<file path="src/rtl/fetch_pkg.sv">
// Shared types and constants for the instruction fetch sequencer.
package fetch_pkg;

  typedef enum logic [1:0] {
    BOOT = 2'd0,
    REQ  = 2'd1,
    WAIT = 2'd2,
    HOLD = 2'd3
  } fetch_state_t;

  localparam int unsigned PC_INC     = 4;
  localparam int unsigned IW_DEFAULT = 32;

endpackage

</file>
<file path="src/rtl/fetch_sequencer_pc_reg.sv">
// Architectural program counter register with load enable.
module pc_reg
  import fetch_pkg::*;
#(
  parameter int unsigned      WIDTH    = 32,
  parameter logic [WIDTH-1:0] RESET_PC = '0
) (
  input  logic             clk,
  input  logic             rst_n,
  input  logic             load_en,
  input  logic [WIDTH-1:0] load_val,
  output logic [WIDTH-1:0] pc
);

  logic [WIDTH-1:0] pc_d;
  logic [WIDTH-1:0] pc_q;

  always_comb begin
    pc_d = pc_q;
    if (load_en) pc_d = load_val;
  end

  always_ff @(posedge clk or negedge rst_n) begin
    if (!rst_n) pc_q <= RESET_PC;
    else        pc_q <= pc_d;
  end

  assign pc = pc_q;

endmodule

</file>
<file path="src/rtl/fetch_sequencer.sv">
// PC sequencing and single-outstanding instruction fetch between the PC stage and decode.
//
//   state | meaning
//   BOOT  | one idle cycle after reset release
//   REQ   | request phase for address pc (request raised the cycle after entry)
//   WAIT  | request granted, waiting for rvalid
//   HOLD  | instruction parked while decode stalls, no request
module fetch_sequencer
  import fetch_pkg::*;
#(
  parameter int unsigned      WIDTH    = 32,
  parameter int unsigned      IW       = IW_DEFAULT,
  parameter logic [WIDTH-1:0] RESET_PC = '0
) (
  input  logic             clk,
  input  logic             rst_n,
  output logic             imem_req,
  output logic [WIDTH-1:0] imem_addr,
  input  logic             imem_gnt,
  input  logic             imem_rvalid,
  input  logic [IW-1:0]    imem_rdata,
  input  logic             redirect,
  input  logic [WIDTH-1:0] redirect_pc,
  input  logic             stall,
  output logic             instr_valid,
  output logic [IW-1:0]    instr,
  output logic [WIDTH-1:0] instr_pc,
  output logic [WIDTH-1:0] pc
);

  fetch_state_t     state_d, state_q;
  logic             kill_d, kill_q;
  logic             imem_req_d, imem_req_q;
  logic             instr_valid_d, instr_valid_q;
  logic [IW-1:0]    instr_d, instr_q;
  logic [WIDTH-1:0] instr_pc_d, instr_pc_q;

  logic             pc_load;
  logic [WIDTH-1:0] pc_next;
  logic             gnt_ok;

  pc_reg #(
    .WIDTH   (WIDTH),
    .RESET_PC(RESET_PC)
  ) u_pc_reg (
    .clk     (clk),
    .rst_n   (rst_n),
    .load_en (pc_load),
    .load_val(pc_next),
    .pc      (pc)
  );

  // A grant only counts against a request we actually presented.
  assign gnt_ok = imem_req_q & imem_gnt;

  always_comb begin
    state_d       = state_q;
    kill_d        = kill_q;
    instr_valid_d = instr_valid_q & stall;
    instr_d       = instr_q;
    instr_pc_d    = instr_pc_q;
    pc_load       = 1'b0;
    pc_next       = pc;

    unique case (state_q)
      BOOT: state_d = REQ;
      REQ: begin
        if (gnt_ok)                       state_d = WAIT;
        else if (instr_valid_q && stall)  state_d = HOLD;
      end
      WAIT: begin
        if (imem_rvalid) begin
          if (kill_q) begin
            kill_d  = 1'b0;
            state_d = REQ;
          end else begin
            instr_d       = imem_rdata;
            instr_pc_d    = pc;
            instr_valid_d = 1'b1;
            pc_load       = 1'b1;
            pc_next       = pc + WIDTH'(PC_INC);
            state_d       = stall ? HOLD : REQ;
          end
        end
      end
      HOLD: begin
        if (!(instr_valid_q && stall)) state_d = REQ;
      end
      default: state_d = BOOT;
    endcase

    // Redirect overrides everything above; an in-flight word is killed on return.
    if (redirect) begin
      pc_load       = 1'b1;
      pc_next       = {redirect_pc[WIDTH-1:2], 2'b00};
      instr_valid_d = 1'b0;
      instr_d       = instr_q;
      instr_pc_d    = instr_pc_q;
      unique case (state_q)
        WAIT: begin
          kill_d  = ~imem_rvalid;
          state_d = imem_rvalid ? REQ : WAIT;
        end
        REQ: begin
          kill_d  = gnt_ok;
          state_d = gnt_ok ? WAIT : REQ;
        end
        default: state_d = REQ;
      endcase
    end

    // Request is registered: raised only while staying in REQ, withdrawn on grant or redirect.
    imem_req_d = (state_q == REQ) && (state_d == REQ) && !redirect;
  end

  always_ff @(posedge clk or negedge rst_n) begin
    if (!rst_n) begin
      state_q       <= BOOT;
      kill_q        <= 1'b0;
      imem_req_q    <= 1'b0;
      instr_valid_q <= 1'b0;
      instr_q       <= '0;
      instr_pc_q    <= '0;
    end else begin
      state_q       <= state_d;
      kill_q        <= kill_d;
      imem_req_q    <= imem_req_d;
      instr_valid_q <= instr_valid_d;
      instr_q       <= instr_d;
      instr_pc_q    <= instr_pc_d;
    end
  end

  assign imem_req    = imem_req_q;
  assign imem_addr   = pc;
  assign instr_valid = instr_valid_q;
  assign instr       = instr_q;
  assign instr_pc    = instr_pc_q;

endmodule

</file>
<file path="config.mk">
export PLATFORM = sky130hd
export DESIGN_NAME = fetch_sequencer
export DESIGN_NICKNAME = d
export VERILOG_FILES = /design/src/rtl/fetch_pkg.sv /design/src/rtl/fetch_sequencer_pc_reg.sv /design/src/rtl/fetch_sequencer.sv
export SDC_FILE = /design/constraint.sdc
export NUM_CORES = 1
export LEC_CHECK = 0
export ABC_CLOCK_PERIOD_IN_PS = 5800
export BUFFER_PORTS_ARGS = -buffer_cell sky130_fd_sc_hd__buf_4
export CAP_MARGIN = 10
export CORE_UTILIZATION = 52
export DETAILED_ROUTE_END_ITERATION = 10
export PLACE_DENSITY = 0.86
export SETUP_SLACK_MARGIN = 0.15
export SYNTH_ARGS = -nofsm -noshare
export SYNTH_HDL_FRONTEND = slang
export SYNTH_SLANG_ARGS = --single-unit
</file>
<file path="constraint.sdc">
create_clock -name clk -period 5.8 [get_ports clk]
set_input_delay 0.58 -clock clk [delete_from_list [all_inputs] [get_ports clk]]
set_output_delay 0.58 -clock clk [all_outputs]
set_load 0.03 [all_outputs]
</file>
==> metrics.cfg, run 1 <==
[setup_path]
endpoint_kind=flop
worstPathRequired_ns=6.08
endpoint=u_pc_reg.pc[30]$_DFFE_PN0P_
crit_path_cell_trace=inv_1 > ha_1 > nand4b_1 > or4_1 > or4_1 > a31oi_1
rr_worst_depth=6
worst_ep_arrival_time_ns=2.88
cp_common_cell=or4_1
critPathMaxStageDelay_ns=0.82
crit_start=state_q[0]$_DFF_PN0_
r2r-end=u_pc_reg.pc[30]$_DFFE_PN0P_
cp-start-kind=flop
r2r_start=state_q[0]$_DFF_PN0_
worstPathMaxFanout=17
rrSetupSlack_ns=3.20
crit_slowest_cell=or4_1
crit_type=flop to flop

[run]
maxCapViolations=0

[sta]
hold_viol_final=0
finalSetupTns_ns=0
clock_skew_ns=0.0156
slew_headroom_pct=32.6
drv_slew=0
period_minus_slack_ns=2.60
fmax_mhz=385
setup_viol=0
fin_crit_sh_pct=44.8
rsz0062_at_grt=no
tightest_slew_ns=1.01

[grt]
grt_pass1_vias=3713
grt_max_degree=82
grt.total_usage_pct=24.2
grt_overflow=0
grt_pass1_wl_um=18500
antenna_found_initial=0

[clocking]
clock-sinks=97
ctsHtreeMaxLevel=3
cts_hold_buf=0
post_cts_resized=0
cts.clk_slew.worst_paths_ns=0.10
cts_made_buffers=9
cts_tree=built
cts_setup_buffers=0
clock_latency_ns=0.36
clk_path_buf_depth=2
cts_root_buf=clkbuf_8

[die]
die_w_um=97.8
coreArea_sq_um=8810
start_util_pct=54.2
die_area_sq_um=9570
rows=34
die_h_um=97.8
io_pins=200

[final_layout]
largest_reg_flops=32
diodes=0
multiInputGateArea_sq_um=1990
final_common_cell=buf_4
area_growth_pct=30.3
final-instance-count-excl-fill=695
final_cell_mix=buf_4 (193), dfrtp_1 (97), mux2_2 (62)
drive_gt1_share_pct=46.8
nNetsFinal=659
final-seq-area_sq_um=2430
nFillCells=642

[status]
status=finished, violations left
violations=design-rule violations

[synth]
yosys_register_bits=97
seq_area_frac_synth_pct=50.8
syn-cell-area_sq_um=4780
async_reset_ff_share_pct=100
synth_edf_count=0
synth_area_per_cell_sq_um=11.1
synth_cell_types=46
ys.flop_type=dfrtp_1
synth_cells=430
yosysWarnings=0

[routing]
drc=30
wire_per_inst_um=16.3
dr.pass1.iters=9
routed_wl_um=11300
dr.first_iter.drc_count=179
drtAntennaViolNets=0
via_per_inst=5.53
vias=3844

[place]
io_buffers=191
dpl.hpwl_um=8060
post-place-cells=678
place.gp.congestion=0.826

[power]
p_per_area_nw_per_um2=444
max-vdd-ir-drop_mv=0.285
power_leakage_nw=2.94

[hold_path]
min_path_type=input pin to async pin

-- layout make-up --
class / instances / area share (%)
Clock buffer: 10 / 2.05
Clock inverter: 6 / 0.844
Inverter: 8 / 0.482
Multi-Input combinational cell: 272 / 31.9
Sequential cell: 97 / 39.0
Tap cell: 108 / 2.17
Timing Repair Buffer: 194 / 23.5
-- worst min-delay path by stage --
| stage | start | slack [ns] | cells past startpoint | end |
|---|---|---|---|---|
| after detailed placement | rst_n | 0.45 | 1 | instr_pc[3]$_DFFE_PN0P_ |
| after CTS | rst_n | 0.06 | 1 | instr_pc[3]$_DFFE_PN0P_ |
| after floorplan | rst_n | 0.28 | 0 | imem_req$_DFF_PN0_ |
| after global placement | rst_n | 0.45 | 1 | instr_pc[3]$_DFFE_PN0P_ |
| final | rst_n | 0.07 | 1 | instr_pc[3]$_DFFE_PN0P_ |
| after global routing | rst_n | 0.06 | 1 | instr_pc[3]$_DFFE_PN0P_ |
-- synthesized netlist by cell type, types with 6 or more instances --
master    instances  area share, %
a31oi_1          12            1.6
buf_4            36            5.7
clkbuf_1         19            1.5
dfrtp_1          97             51
ha_1              7            1.8
inv_1             7           0.55
mux2_2           62             15
nand2_1          29            2.3
nand3_1          17            1.8
nand4_1           7           0.92
nor2_1           17            1.3
nor2b_1           7           0.92
nor3_1            6           0.63
o21ai_0          23            2.4
o31ai_1           7            1.1
or3_1            12            1.6
or4_1            12            1.9
-- where the power goes --
group | total (W) | internal [W] | switching, W
clock | 0.000413 | 0.000162 | 0.000251
combinational | 0.00129 | 0.000535 | 0.000753
sequential | 0.00106 | 0.000901 | 0.000163
-- critical path: cells and delay by family (launching register included) --
| kind | cells | cell delay (ns) |
|---|---|---|
| DFF | 1 | 0.45 |
| adders and majority gates | 1 | 0.28 |
| and+or+nand+nor | 3 | 1.48 |
| AOI/OAI and AO/OA | 1 | 0.18 |
| buffers and inverters | 1 | 0.13 |
-- per-layer routing --
metal	wire length [um]	GRT usage [%]
met5	0	0
met4	181	6.53
met3	729	6.01
met2	5890	41.5
met1	4550	30.7
-- cell families (layout without fill, tap and decap cells) --
| kind of cell | after synthesis | after routing | synth area share [%] |
|---|---|---|---|
| AND/OR/NAND/NOR | 127 | 127 | 14.6 |
| flip-flops | 97 | 97 | 50.8 |
| buffers and inverters | 66 | 218 | 8.07 |
| multiplexers | 64 | 64 | 15.0 |
| AO/OA/AOI/OAI | 59 | 59 | 7.91 |
| XOR/XNOR | 9 | 9 | 1.65 |
| adder cells (fa/ha/maj) | 7 | 7 | 1.83 |
| other | 1 | 6 | 0.0785 |
-- metrics by stage --
| stage | utilization (%) | hold WS (ns) | power [W] | instance area, sq um | setup WS (ns) |
|---|---|---|---|---|---|
| after floorplan | - | 0.284 | 0.00187 | 4790 | 3.51 |
| after CTS | 70.5 | 0.0572 | 0.00278 | 6210 | 2.78 |
| after detailed placement | 68.5 | 0.454 | 0.00237 | 6030 | 2.76 |
| after global placement | 68.5 | 0.449 | 0.00232 | 6030 | 2.87 |
| final | 70.7 | 0.0654 | 0.00276 | 6220 | 3.20 |
| after global routing | 70.7 | 0.0596 | 0.00290 | 6220 | 3.04 |
Note: power is estimated with default switching activity, not from simulation.
==> run 2: changes to the inputs <==
ABC_CLOCK_PERIOD_IN_PS = 2600   (was 5800)
CORE_UTILIZATION = 48   (was 52)
PLACE_DENSITY = 0.8   (was 0.86)
clock period = 2.6 ns   (was 5.8 ns; I/O delays follow)
==> metrics.cfg, run 2 (same netlist as run 1, synthesis figures left out) <==
[hold_path]
hold_path.startpoint=redirect_pc[23]
hold_end=u_pc_reg.pc[23]$_DFFE_PN0P_
min_path_type=input pin to flop
whs_path_depth=3

[power]
pwr-share-comb_pct=46.1
power_frac_seq_pct=37.6
p_int_w=0.00372
power_leakage_nw=2.99
p_sw_w=0.00256
max-vdd-ir-drop_mv=0.630
switching_share_pct=40.7
p_per_area_nw_per_um2=990
clock_power_share_pct=16.3

[status]
status=finished, final reports clean

[final_layout]
final_common_cell=buf_4
drive_gt1_share_pct=47.2
design_area_sq_um=6340
area_growth_pct=32.7
nNetsFinal=665
diodes=0
final_cell_mix=buf_4 (198), dfrtp_1 (97), mux2_2 (62)
largest_reg_flops=32

[die]
start_util_pct=49.1
die_w_um=102
coreArea_sq_um=9730
die_h_um=102
rows=36
io_pins=200
die_area_sq_um=10400

[place]
place_ws_ns=0.252
place.gp.congestion=0.784
io_buffers=191
dpl.hpwl_um=8320
place_area_sq_um=6120

[routing]
via_per_inst=5.34
wire_per_inst_um=15.8
dr.first_iter.drc_count=132
drtAntennaViolNets=0
dr.pass1.iters=4
routed_wl_um=11500
vias=3874
drc=0

[run]
maxCapViolations=0

[setup_path]
r2r-end=u_pc_reg.pc[30]$_DFFE_PN0P_
critPathMaxStageDelay_ns=0.53
endpoint_kind=flop
crit_slowest_cell=or4_1
worst_ep_arrival_time_ns=2.60
rr_worst_depth=7
cp-start-kind=flop
crit_path_cell_trace=inv_1 > ha_1 > nand4b_1 > or4_1 > buf_4 > or4_1 > a31oi_1
r2r_start=state_q[0]$_DFF_PN0_
worstPathMaxFanout=17
worstPathRequired_ns=2.90
rrSetupSlack_ns=0.30
cp_common_cell=or4_1
crit_type=flop to flop

[clocking]
cts_made_buffers=9
cts_setup_buffers=0
clock_latency_ns=0.37
ctsHtreeMaxLevel=3
cts_root_buf=clkbuf_8
clock-sinks=97
cts.clk_slew.worst_paths_ns=0.10
clk_path_buf_depth=2
cts_tree=built

[sta]
drv_slew=0
fin_crit_sh_pct=88.5
tightest_slew_ns=0.574
slew_headroom_pct=61.6
finalSetupTns_ns=0
setup_viol=0
period_minus_slack_ns=2.30
fmax_mhz=435
rsz0062_at_grt=no
clock_skew_ns=0.0190
final.setup.worst_slack_ns=0.299
hold_viol_final=0

[grt]
grt_pass1_vias=3526
grt_pass1_wl_um=17200
grt_overflow=0
grt_max_degree=56
antenna_found_initial=0
grt.total_usage_pct=21.7

-- run 2: worst max path at each step --
stage,from,endpoint,slack (ns),cells after the start
after floorplan,u_pc_reg.pc[2]$_DFFE_PN0P_,u_pc_reg.pc[30]$_DFFE_PN0P_,0.31,6
after global placement,state_q[0]$_DFF_PN0_,u_pc_reg.pc[27]$_DFFE_PN0P_,0.30,6
after detailed placement,state_q[0]$_DFF_PN0_,u_pc_reg.pc[27]$_DFFE_PN0P_,0.25,6
after CTS,state_q[0]$_DFF_PN0_,u_pc_reg.pc[27]$_DFFE_PN0P_,0.25,6
after global routing,state_q[0]$_DFF_PN0_,u_pc_reg.pc[30]$_DFFE_PN0P_,0.13,7
final,state_q[0]$_DFF_PN0_,u_pc_reg.pc[30]$_DFFE_PN0P_,0.30,7
-- run 2: stage by stage --
step	hold WS (ns)	util (%)	power, W	std cells
detailed placement	0.288	62.9	0.00531	709
global route	0.102	65.1	0.00658	726
floorplan	-0.0356	-	0.00417	435
CTS	0.0777	65.1	0.00633	726
finish	0.0916	65.1	0.00627	726
global placement	0.284	62.9	0.00520	709
-- run 2: what timing repair did --
item / 4_1_cts / 5_1_grt
endpoints found under the setup margin: 0 / 1
gates resized for setup: 0 / 1
hold buffers: 1 / 0
endpoints found under the hold margin: 42 / 0
-- run 2: final cells by class --
cell class | count | area [sq um]
multi-input cells | 272 | 1990
well taps | 133 | 166
fillers | 799 | 3390
flip-flops and latches | 97 | 2430
repair buffers | 200 | 1520
inverters | 8 | 30.0
clock buffers | 13 | 159
clock inverters | 3 | 46.3
-- run 2: worst max-delay path: cells and delay by family, from the launching register on --
family                     cells  cell delay [ns]
adders and majority gates      1             0.21
AOI/OAI and AO/OA              1             0.17
buffers and inverters          2             0.34
DFF                            1             0.44
and+or+nand+nor                3             1.08
-- run 2: power by group through the flow --
stage | Clock (W) | Sequential (W) | Combinational, W
after floorplan | 0 | 0.00332 | 0.000845
after global placement | 0 | 0.00235 | 0.00285
after detailed placement | 0 | 0.00239 | 0.00291
after CTS | 0.00105 | 0.00236 | 0.00292
after global routing | 0.00110 | 0.00242 | 0.00305
final | 0.00102 | 0.00236 | 0.00289
-- run 2: layer usage --
layer / GRT usage [%] / share of wire [%] / vias up
met5: 0 / 0 / -
met4: 10.0 / 2.3 / 0
met3: 4.07 / 4.9 / 20
met2: 37.1 / 52 / 127
met1: 26.5 / 40 / 1915
li1: - / - / 1812
==> run 3: changes to the inputs <==
ABC_CLOCK_PERIOD_IN_PS = 2500   (was 2600)
clock period = 2.5 ns   (was 2.6 ns; I/O delays follow)
==> metrics.cfg, run 3 (same netlist as run 1, synthesis figures left out) <==
[status]
status=finished, final reports clean

[power]
p_int_w=0.00373
p_per_area_nw_per_um2=1010
max-vdd-ir-drop_mv=0.803
clock_power_share_pct=14.4
power_frac_seq_pct=38.2
power_leakage_nw=3.00
p_sw_w=0.00271
pwr-share-comb_pct=47.5
power_w=0.00644
switching_share_pct=42.0

[grt]
grt.total_usage_pct=22.4
grt_overflow=0
antenna_found_initial=0
grt_pass1_wl_um=17700
grt_max_degree=58
grt_pass1_vias=3630

[final_layout]
largest_reg_flops=32
nFillCells=799
final_cell_mix=buf_4 (203), dfrtp_1 (96), mux2_2 (62)
nNetsFinal=671
diodes=0
final_common_cell=buf_4
postLayoutCoreUtil_pct=65.3
area_growth_pct=33.1
drive_gt1_share_pct=48.2

[routing]
drc=0
dr.first_iter.drc_count=137
via_per_inst=5.37
drt-met1-wl_um=4800
dr.pass1.iters=6
routed_wl_um=11700
wl_met2_um=6140
vias=3928
met3_length_um=613
routed.top_layer=met4
drtAntennaViolNets=0
wire_per_inst_um=16.0

[run]
maxCapViolations=0

[sta]
finalSetupTns_ns=0
fin_crit_sh_pct=91.2
hold_viol_final=0
fmax_mhz=439
tightest_slew_ns=0.529
setup_viol=0
slew_headroom_pct=64.7
drv_slew=0
clock_skew_ns=0.00931
period_minus_slack_ns=2.28
rsz0062_at_grt=no
final.setup.worst_slack_ns=0.220

[setup_path]
crit_path_cell_trace=inv_1 > ha_2 > nand4b_1 > or4_1 > buf_6 > or4_1 > a31oi_1
cp_common_cell=or4_1
worstPathMaxFanout=17
worst_ep_arrival_time_ns=2.57
endpoint_kind=flop
crit_type=flop to flop
critPathMaxStageDelay_ns=0.54
worstPathRequired_ns=2.79
rrSetupSlack_ns=0.22
crit_slowest_cell=or4_1
cp-start-kind=flop

[clocking]
cts_made_buffers=9
clock_latency_ns=0.36
cts_tree=built
clock-sinks=97
cts.clk_slew.worst_paths_ns=0.10
ctsHtreeMaxLevel=3
cts_root_buf=clkbuf_8
clk_path_buf_depth=2

[hold_path]
min_path_type=input pin to flop

[die]
start_util_pct=49.1
io_pins=200
coreArea_sq_um=9730
die_w_um=102
die_area_sq_um=10400
die_h_um=102
rows=36

[place]
dpl.hpwl_um=8380
place_ws_ns=0.122
place.gp.congestion=0.833
io_buffers=191

==> run 3: final cells by class <==
type	count	area, sq um	share of cell area, %
Sequential cell	97	2430	38.2
Multi-Input combinational cell	272	1990	31.4
Timing Repair Buffer	206	1570	24.6
Tap cell	133	166	2.62
Clock buffer	10	128	2.01
Clock inverter	6	42.5	0.669
Inverter	8	30.0	0.473
==> run 3: path summary, 6_finish.rpt <==
check,startpoint,endpoint,cells past startpoint
setup / recovery,state_q[0]$_DFF_PN0_,u_pc_reg.pc[28]$_DFFE_PN0P_,7
hold / removal,redirect_pc[9],u_pc_reg.pc[9]$_DFFE_PN0P_,3
setup reg to reg,state_q[0]$_DFF_PN0_,u_pc_reg.pc[28]$_DFFE_PN0P_,7
hold reg to reg,instr_pc[22]$_DFFE_PN0P_,instr_pc[22]$_DFFE_PN0P_,1
max in group asynchronous,rst_n,state_q[0]$_DFF_PN0_,3
min in group asynchronous,rst_n,instr[14]$_DFFE_PN0P_,2
==> run 3: layer usage <==
metal / vias to the layer above / global-route usage, %
met1: 1953 / 27.9
met2: 136 / 38.3
met4: 0 / 8.14
met5: - / 0
met3: 11 / 4.97
li1: 1828 / -
==> run 3: power by group through the flow <==
stage	Combinational, W	Clock, W	Sequential, W
after floorplan	0.000879	0	0.00346
after global placement	0.00298	0	0.00244
after detailed placement	0.00304	0	0.00249
after CTS	0.00305	0.000954	0.00246
after global routing	0.00323	0.00101	0.00253
final	0.00306	0.000925	0.00246
==> run 3: repair_timing <==
item / 4_1_cts / 5_1_grt
buffers inserted: 0 / 3
gates resized for setup: 1 / 3
endpoints found under the hold margin: 40 / 0
hold buffers: 1 / 0
endpoints found under the setup margin: 1 / 9
==> run 3: worst max-delay path, delay by kind of cell (launching register included) <==
family                   cells  cell delay, ns
flip-flops                   1            0.45
adder cells (fa/ha/maj)      1            0.20
AO/OA/AOI/OAI                1            0.18
buffers and inverters        2            0.29
AND/OR/NAND/NOR              3            1.07
==> run 3: through the flow <==
step	instance area, sq um	std cells	hold slack, ns
2_1_floorplan	4790	435	-0.0456
3_3_place_gp	6140	712	0.265
3_5_place_dp	6140	712	0.270
4_1_cts	6320	729	0.0729
5_1_grt	6350	732	0.0835
6_report	6350	732	0.0921
